===== src/rtl/rf_wb_arbiter.sv =====
// Register-file write-port arbiter between pipeline WB and the long-latency unit,
// plus a scoreboard of registers awaiting long-latency results for decode hazards.
module rf_wb_arbiter #(
  parameter int unsigned STARVE_LIMIT = 4
) (
  input  logic        clk,
  input  logic        rst,
  input  logic        pipe_wr_en,
  input  logic [4:0]  pipe_wr_addr,
  input  logic [31:0] pipe_wr_data,
  input  logic        lu_valid,
  output logic        lu_ready,
  input  logic [4:0]  lu_addr,
  input  logic [31:0] lu_data,
  input  logic        iss_valid,
  input  logic [4:0]  iss_rd,
  input  logic        dec_valid,
  input  logic [4:0]  dec_rs1,
  input  logic [4:0]  dec_rs2,
  input  logic        dec_wr,
  input  logic [4:0]  dec_rd,
  output logic        hazard,
  output logic        wb_stall,
  output logic        wr_en,
  output logic [4:0]  wr_addr,
  output logic [31:0] wr_data,
  output logic [31:0] busy
);

  localparam logic [3:0] LIMIT = 4'(STARVE_LIMIT);

  logic        pipe_req;
  logic        lu_grant;
  logic        pipe_grant;
  logic [3:0]  starve_cnt;
  logic [31:0] set_mask;
  logic [31:0] clr_mask;
  logic [31:0] busy_eff;

  assign pipe_req = pipe_wr_en && (pipe_wr_addr != '0);

  // Grants are gated by reset so every output is quiet while rst is held low.
  assign lu_grant   = rst && lu_valid && (!pipe_req || (starve_cnt == LIMIT));
  assign pipe_grant = rst && pipe_req && !lu_grant;

  assign lu_ready = lu_grant;
  assign wb_stall = lu_grant && pipe_req;

  always_comb begin
    wr_en   = 1'b0;
    wr_addr = '0;
    wr_data = '0;
    if (lu_grant) begin
      wr_en   = (lu_addr != '0);
      wr_addr = lu_addr;
      wr_data = lu_data;
    end else if (pipe_grant) begin
      wr_en   = 1'b1;
      wr_addr = pipe_wr_addr;
      wr_data = pipe_wr_data;
    end
  end

  always_ff @(posedge clk or negedge rst) begin
    if (!rst) begin
      starve_cnt <= '0;
    end else if (lu_valid && !lu_grant) begin
      if (starve_cnt != LIMIT) starve_cnt <= starve_cnt + 4'd1;
    end else begin
      starve_cnt <= '0;
    end
  end

  always_comb begin
    set_mask = '0;
    clr_mask = '0;
    if (iss_valid) set_mask = 32'd1 << iss_rd;
    if (lu_grant)  clr_mask = 32'd1 << lu_addr;
  end

  // Set is applied after clear so a same-cycle issue to a retiring register wins.
  always_ff @(posedge clk or negedge rst) begin
    if (!rst) busy <= '0;
    else      busy <= ((busy & ~clr_mask) | set_mask) & ~32'd1;
  end

  // The retiring register is forwarded by the register file, so it is not a hazard.
  assign busy_eff = busy & ~clr_mask;

  always_comb begin
    hazard = 1'b0;
    if (rst && dec_valid) begin
      hazard = ((dec_rs1 != '0) && busy_eff[dec_rs1]) ||
               ((dec_rs2 != '0) && busy_eff[dec_rs2]) ||
               (dec_wr && (dec_rd != '0) && busy_eff[dec_rd]);
    end
  end

endmodule


===== config.mk =====
export PLATFORM = sky130hd
export DESIGN_NAME = rf_wb_arbiter
export DESIGN_NICKNAME = d
export VERILOG_FILES = /design/src/rtl/rf_wb_arbiter.sv
export SDC_FILE = /design/constraint.sdc
export NUM_CORES = 1
export LEC_CHECK = 0
export ABC_AREA = 1
export BUFFER_PORTS_ARGS = -buffer_cell sky130_fd_sc_hd__buf_2
export CAP_MARGIN = 20
export CORE_ASPECT_RATIO = 1.2
export CORE_UTILIZATION = 48
export DETAILED_ROUTE_END_ITERATION = 10
export PLACE_DENSITY = 0.89
export SYNTH_ARGS = -nofsm -noshare
export SYNTH_HDL_FRONTEND = slang
export SYNTH_SLANG_ARGS = --single-unit

===== constraint.sdc =====
create_clock -name clk -period 2.3 [get_ports clk]
set_clock_uncertainty 0.1 [all_clocks]
set_input_delay 0 -clock clk [delete_from_list [all_inputs] [get_ports clk]]
set_output_delay 0 -clock clk [all_outputs]
set_load 0.03 [all_outputs]

; ---- Yosys cells after proc, flatten, opt, wreduce, memory -nomap -nowiden
; Index checks and enable logic that the tools add are counted.
[word_totals]
register_bits = 35
latchBits = 0
mem_bits_rw = 0
romBits = 0
input_bits = 101
output_inout_bits = 73
elab_cells = 53
mem_count = 0
[op_classes]
addsub = 1
multipliers = 0
div_mod_pow = 0
order_cmp = 3
eq_ne = 3
shifts = 2
muxes = 17
n_bitwise = 3
reduce_logical = 22
[op_table]
columns = cell, count
row1 = 2-to-1 mux 32 bit, 4
row2 = left shift 1 x 5 -> 32 bit (first input constant), 2
row3 = bitwise AND 32 bit, 1
row4 = NOT 32 bit, 1
row5 = bitwise OR 32 bit, 1
row6 = nonzero test 5 bit, 5
row7 = less-than comparator 5 x 6 -> 1 bit (second input constant), 3
row8 = binary-select mux 1 bit (select 5 bit), 3
row9 = logical AND 1 bit, 12
row10 = 2-to-1 mux 5 bit, 2
row11 = 2-to-1 mux 4 bit, 2
row12 = 2-to-1 mux 1 bit, 6
row13 = adder 4 x 1 -> 4 bit (second input constant), 1
row14 = == test 4 x 3 -> 1 bit (second input constant), 1
row15 = != test 4 x 3 -> 1 bit (second input constant), 1
row16 = logical OR 1 bit, 3
row17 = logical NOT 1 bit, 2
row18 = != test 2 x 1 -> 1 bit (second input constant), 1

; ---- Depth between registers and ports, before layout
[depth]
depth_word = 14
ltp_mapped = 20
mapped_depth_nobuf = 19

; ---- Least setup slack after synthesis
; OpenSTA, ideal clock, no wires.
[synth_path]
kind = reg2out
start = register starve_cnt[0]
end = output wr_data[27]
arrival_ns = 2.121
required_time_ns = 2.200
slack_ns = 0.079
stages_incl_launch_ff = 10
n_path_buf = 2
cell_sequence = dfrtp_1 -> inv_1 -> ha_1 -> nand2_4 -> nand3_4 -> nand2_4 -> nand3_1 -> clkbuf_1 -> clkbuf_1 -> o21ai_0
[synth_between]
elab_chain_len = 7
[synth_lines]
columns = item, line_no
row1 = "start, declared", 35  ; logic [3:0] starve_cnt;
row2 = "start signal, assigned", 68  ; if (starve_cnt != LIMIT) starve_cnt <= starve_cnt + 4'd1;
row3 = == test 4 x 3 -> 1 bit *, 43  ; assign lu_grant = rst && lu_valid && (!pipe_req || (starve_cnt == LIMIT));
row4 = logical OR 1 bit *, 43
row5 = logical AND 1 bit *, 43
row6 = logical NOT 1 bit, 44  ; assign pipe_grant = rst && pipe_req && !lu_grant;
row7 = logical AND 1 bit, 44
row8 = 2-to-1 mux 32 bit, 57  ; end else if (pipe_grant) begin
row9 = 2-to-1 mux 32 bit *, 53  ; if (lu_grant) begin
row10 = "end, declared", 26  ; output logic [31:0] wr_data,
; Mark *: on every way between the ends. The rest lies on a longest branch, timed or not.

; ---- Worst setup path after layout
[layout_path]
start = register starve_cnt[2]
end = output hazard
[layout_between]
elab_chain_len = 12
word_cells_on_any_way = 18
cone_classes = eq/ne (1) / mux (8) / bitwise (2) / reduce/logical (7)
[layout_lines]
columns = item, line_no
row1 = == test 4 x 3 -> 1 bit *, 43
row2 = logical OR 1 bit *, 43
row3 = logical AND 1 bit *, 43
row4 = 2-to-1 mux 32 bit *, 78  ; if (lu_grant) clr_mask = 32'd1 << lu_addr;
row5 = NOT 32 bit *, 88  ; assign busy_eff = busy & ~clr_mask;
row6 = bitwise AND 32 bit *, 88
row7 = binary-select mux 1 bit (select 5 bit) (on tied branches), "93, 94"
row8 = 2-to-1 mux 1 bit (on tied branches), "93, 94"
row9 = logical AND 1 bit (on tied branches), "93, 94"
row10 = logical OR 1 bit, 93  ; hazard = ((dec_rs1 != '0) && busy_eff[dec_rs1]) ||
row11 = logical OR 1 bit *, 94  ; ((dec_rs2 != '0) && busy_eff[dec_rs2]) ||
row12 = 2-to-1 mux 1 bit *, 92  ; if (rst && dec_valid) begin
row13 = "end, declared", 22  ; output logic hazard,
; Mark *: on every way between the ends. The rest lies on a longest branch, timed or not. The select of a mux whose other input is x is not followed.

==> flow_metrics.env <==
export IMPL_die_w_um=81.58
export IMPL_run_status="finished, violations left"
export IMPL_hold_viol=0
export IMPL_grt_overflow=0
export IMPL_drt_wirelength_per_cell_um=20.48
export IMPL_final_fill_count=605
export IMPL_initial_core_util_pct=49.85
export IMPL_crit_fanout=6
export IMPL_critical_path_class="register to output pin"
export IMPL_ir_worst_vdd_mv=0.5203
export IMPL_cts_root_buffer="clkbuf_8"
export IMPL_drc=0
export IMPL_gp_congestion=1.062
export IMPL_power_density_nw_per_um2=582.4
export IMPL_crit_buf_inv=4
export IMPL_critPathSlowestCell="dfrtp_1"
export IMPL_antenna_found_initial=0
export IMPL_synthesis_area_um2=3647
export IMPL_clockBufferDepth=2
export IMPL_synth_nets=711
export IMPL_core_area_um2=7317
export IMPL_whs_path_depth=4
export IMPL_violations="setup timing"
export IMPL_slew_headroom_pct=59.84
export IMPL_drt_iter0_drc=586
export IMPL_path_cells="inv_2 -> nor2_4 -> nand2_4 -> nand3_4 -> buf_12 -> buf_6 -> nand3_4 -> nand3_1 -> nand3_1 -> nand3_1 -> nand3_1 -> nand2_1 -> nand2_1 -> nand2_1 -> nand2_1 -> nor2_1 -> nor2_1 -> buf_4"
export IMPL_leakage_nw=2.727
export IMPL_cts_tree="yes"
export IMPL_yosysWarnings=0
export IMPL_path_depth=18
export IMPL_final_cells=889
export IMPL_syn_instance_count=608
export IMPL_period_needed_ns=2.640
export IMPL_synth_seq_area_share_pct=24.01
export IMPL_vias=5502
export IMPL_syn_to_final_growth_pct=45.52
export IMPL_ff_latch_area_um2=875.8
export IMPL_grt_use_total_pct=43.47
export IMPL_use_met1_pct=52.52
export IMPL_dp_hpwl_um=13020
export IMPL_hold_class="input port to register"
export IMPL_post_route_util_pct=72.54
export IMPL_fmax_mhz=378.8
export IMPL_cap_violations=0
export IMPL_avgSynthCellArea_um2=5.999
export IMPL_clkLatencyLatePin_ns=0.30
export IMPL_portBuffers=172
export IMPL_cp_start_kind="register"
export IMPL_slew_viol_final=0
export IMPL_num_rows=34
export IMPL_rsz0062_at_grt="yes"
export IMPL_cts_max_level=2
export IMPL_synth_seq_cells=35
export IMPL_finalSetupViolCount=1
export IMPL_grt_max_degree=36
export IMPL_viasPerCell=6.189
export IMPL_max_slew_worst_pin_slew_ns=0.6009
export IMPL_wirelength_um=18210
export IMPL_dp_cells=870
export IMPL_antennaDiodeCount=0
export IMPL_setup_ws_ns=-0.3400
export IMPL_placed_area_um2=4708
export IMPL_finalNetCount=901
export IMPL_gr_usage_met2_pct=70.83
export IMPL_max_stage_delay_ns=0.45
export IMPL_crit_required_ns=2.20
export IMPL_numClockSinks=35
export IMPL_ios=174
export IMPL_netlist_cell_type_count=35
export IMPL_tns_ns=-0.3400
export IMPL_cpLargestDelayFamily="simple AND/OR/NAND/NOR gates"
export IMPL_die_h_um=97.49
export IMPL_drtPass1Iterations=7
export IMPL_holdWs_ns=0.02539
export IMPL_drive_above_1_share_pct=36.55
export IMPL_multi_input_area_um2=2552
export IMPL_r2r_setup_slack_ns=0.48
export IMPL_met3_usage_pct=9.859
export IMPL_r2r_cells=10
export IMPL_stdcell_area_um2=5308
export IMPL_top_usage_layer="met2"
export IMPL_fin_crit_sh_pct=114.8
export IMPL_ant_nets=0
export IMPL_cts_clk_slew_worst_paths_ns=0.08
export IMPL_cts_buffers=5
export IMPL_cp_arrival_ns=2.54
export IMPL_die_area_um2=7953
export IMPL_grt_pass1_vias=4967
export IMPL_end_kind="output pin"
export IMPL_grt_pass1_wl_um=25670
Yosys cell counts, drive strengths merged:
cell | n | area share, %
nand2 | 145 | 16
xnor2 | 1 | 0.24
nand4 | 12 | 2.1
and3 | 1 | 0.17
a21boi | 2 | 0.41
ha | 2 | 0.69
nor2 | 43 | 4.8
dfrtp | 35 | 24
conb | 1 | 0.10
clkinv | 3 | 0.31
inv | 71 | 7.3
buf | 18 | 3.5
nor3 | 11 | 1.5
nand3 | 162 | 25
nand3b | 1 | 0.21
xor2 | 1 | 0.24
clkbuf | 15 | 1.5
o21ai | 67 | 9.2
o22ai | 5 | 0.86
o21bai | 1 | 0.21
a21oi | 11 | 1.5
worst reg2reg max path, cell delays in order, from the launching register on:
cell and delay (ns):
dfrtp_1 0.45, inv_2 0.07, nor2_4 0.11, nand2_4 0.08, nand3_4 0.12, buf_12 0.15
buf_16 0.14, nand3_1 0.09, nand2_1 0.16, buf_4 0.13, o21ai_0 0.08
path summary, 6_finish.rpt:
check / startpoint / to
max: starve_cnt[2] / hazard
min: iss_rd[0] / busy[26]
max reg2reg: starve_cnt[2] / busy[9]
min reg2reg: busy[23] / busy[23]
max in group asynchronous: rst / busy[17]
min in group asynchronous: rst / starve_cnt[2]
registers in the layout (all words and copies together), names as in the netlist:
register    count
busy           31
starve_cnt      4
kinds of logic (layout without fill, tap and decap cells):
kind of cell,Yosys count,count (layout),share of synthesized area (%)
buffers and inverters,107,298,12.69
AOI/OAI and AO/OA,86,86,12.18
other,1,1,0.1028
adders and majority gates,2,2,0.6860
and+or+nand+nor,375,375,49.85
DFF,35,35,24.01
xor gates and xnor gates,2,2,0.4804
power by group:
part	leakage (nW)	total, mW	internal [mW]	switching, mW
clock	0.0515	0.533	0.274	0.259
combinational	2.26	1.62	0.541	1.08
sequential	0.415	0.939	0.756	0.183
total	2.73	3.09	1.57	1.52
cells in the final DEF, fill, tap and decap left out, types with 11 or more instances in the layout:
cell type	instances
nand3_2	24
nand3_4	12
dfrtp_1	35
buf_2	158
inv_1	61
buf_4	40
nand4_1	12
nor2_1	39
o21ai_0	59
nand2_1	131
nor3_1	11
nand3_1	126
metrics by stage:
stage | power, mW | setup slack, ns
2_1_floorplan | 1.819 | 0.07904
3_3_place_gp | 2.350 | -0.007048
3_5_place_dp | 2.371 | -0.01026
4_1_cts | 2.957 | -0.2128
5_1_grt | 3.233 | -0.4404
6_report | 3.091 | -0.3400
per-layer routing:
metal,wire [µm],vias to the layer above,share of wire (%)
met2,8373,466,46
met1,6384,2509,35
li1,-,2407,-
met5,0,-,0
met3,2239,120,12
met4,1210,0,6.6
repair_timing:
action | CTS | global route
pin swaps | 4 | 7
hold endpoints to repair | 43 | 0
hold buffers | 5 | 0
resized for setup | 50 | 32
buffers inserted | 0 | 3
endpoints found under the setup margin | 32 | 40
gates cloned | 1 | 2
area by class of cell:
class | count | share of cell area, %
repair buffers | 216 | 26.17
flip-flops and latches | 35 | 16.50
clock buffers | 8 | 1.886
well taps | 90 | 2.122
inverters | 74 | 5.233
multi-input cells | 466 | 48.09
No activity file was read; power rests on OpenSTA's default activity.
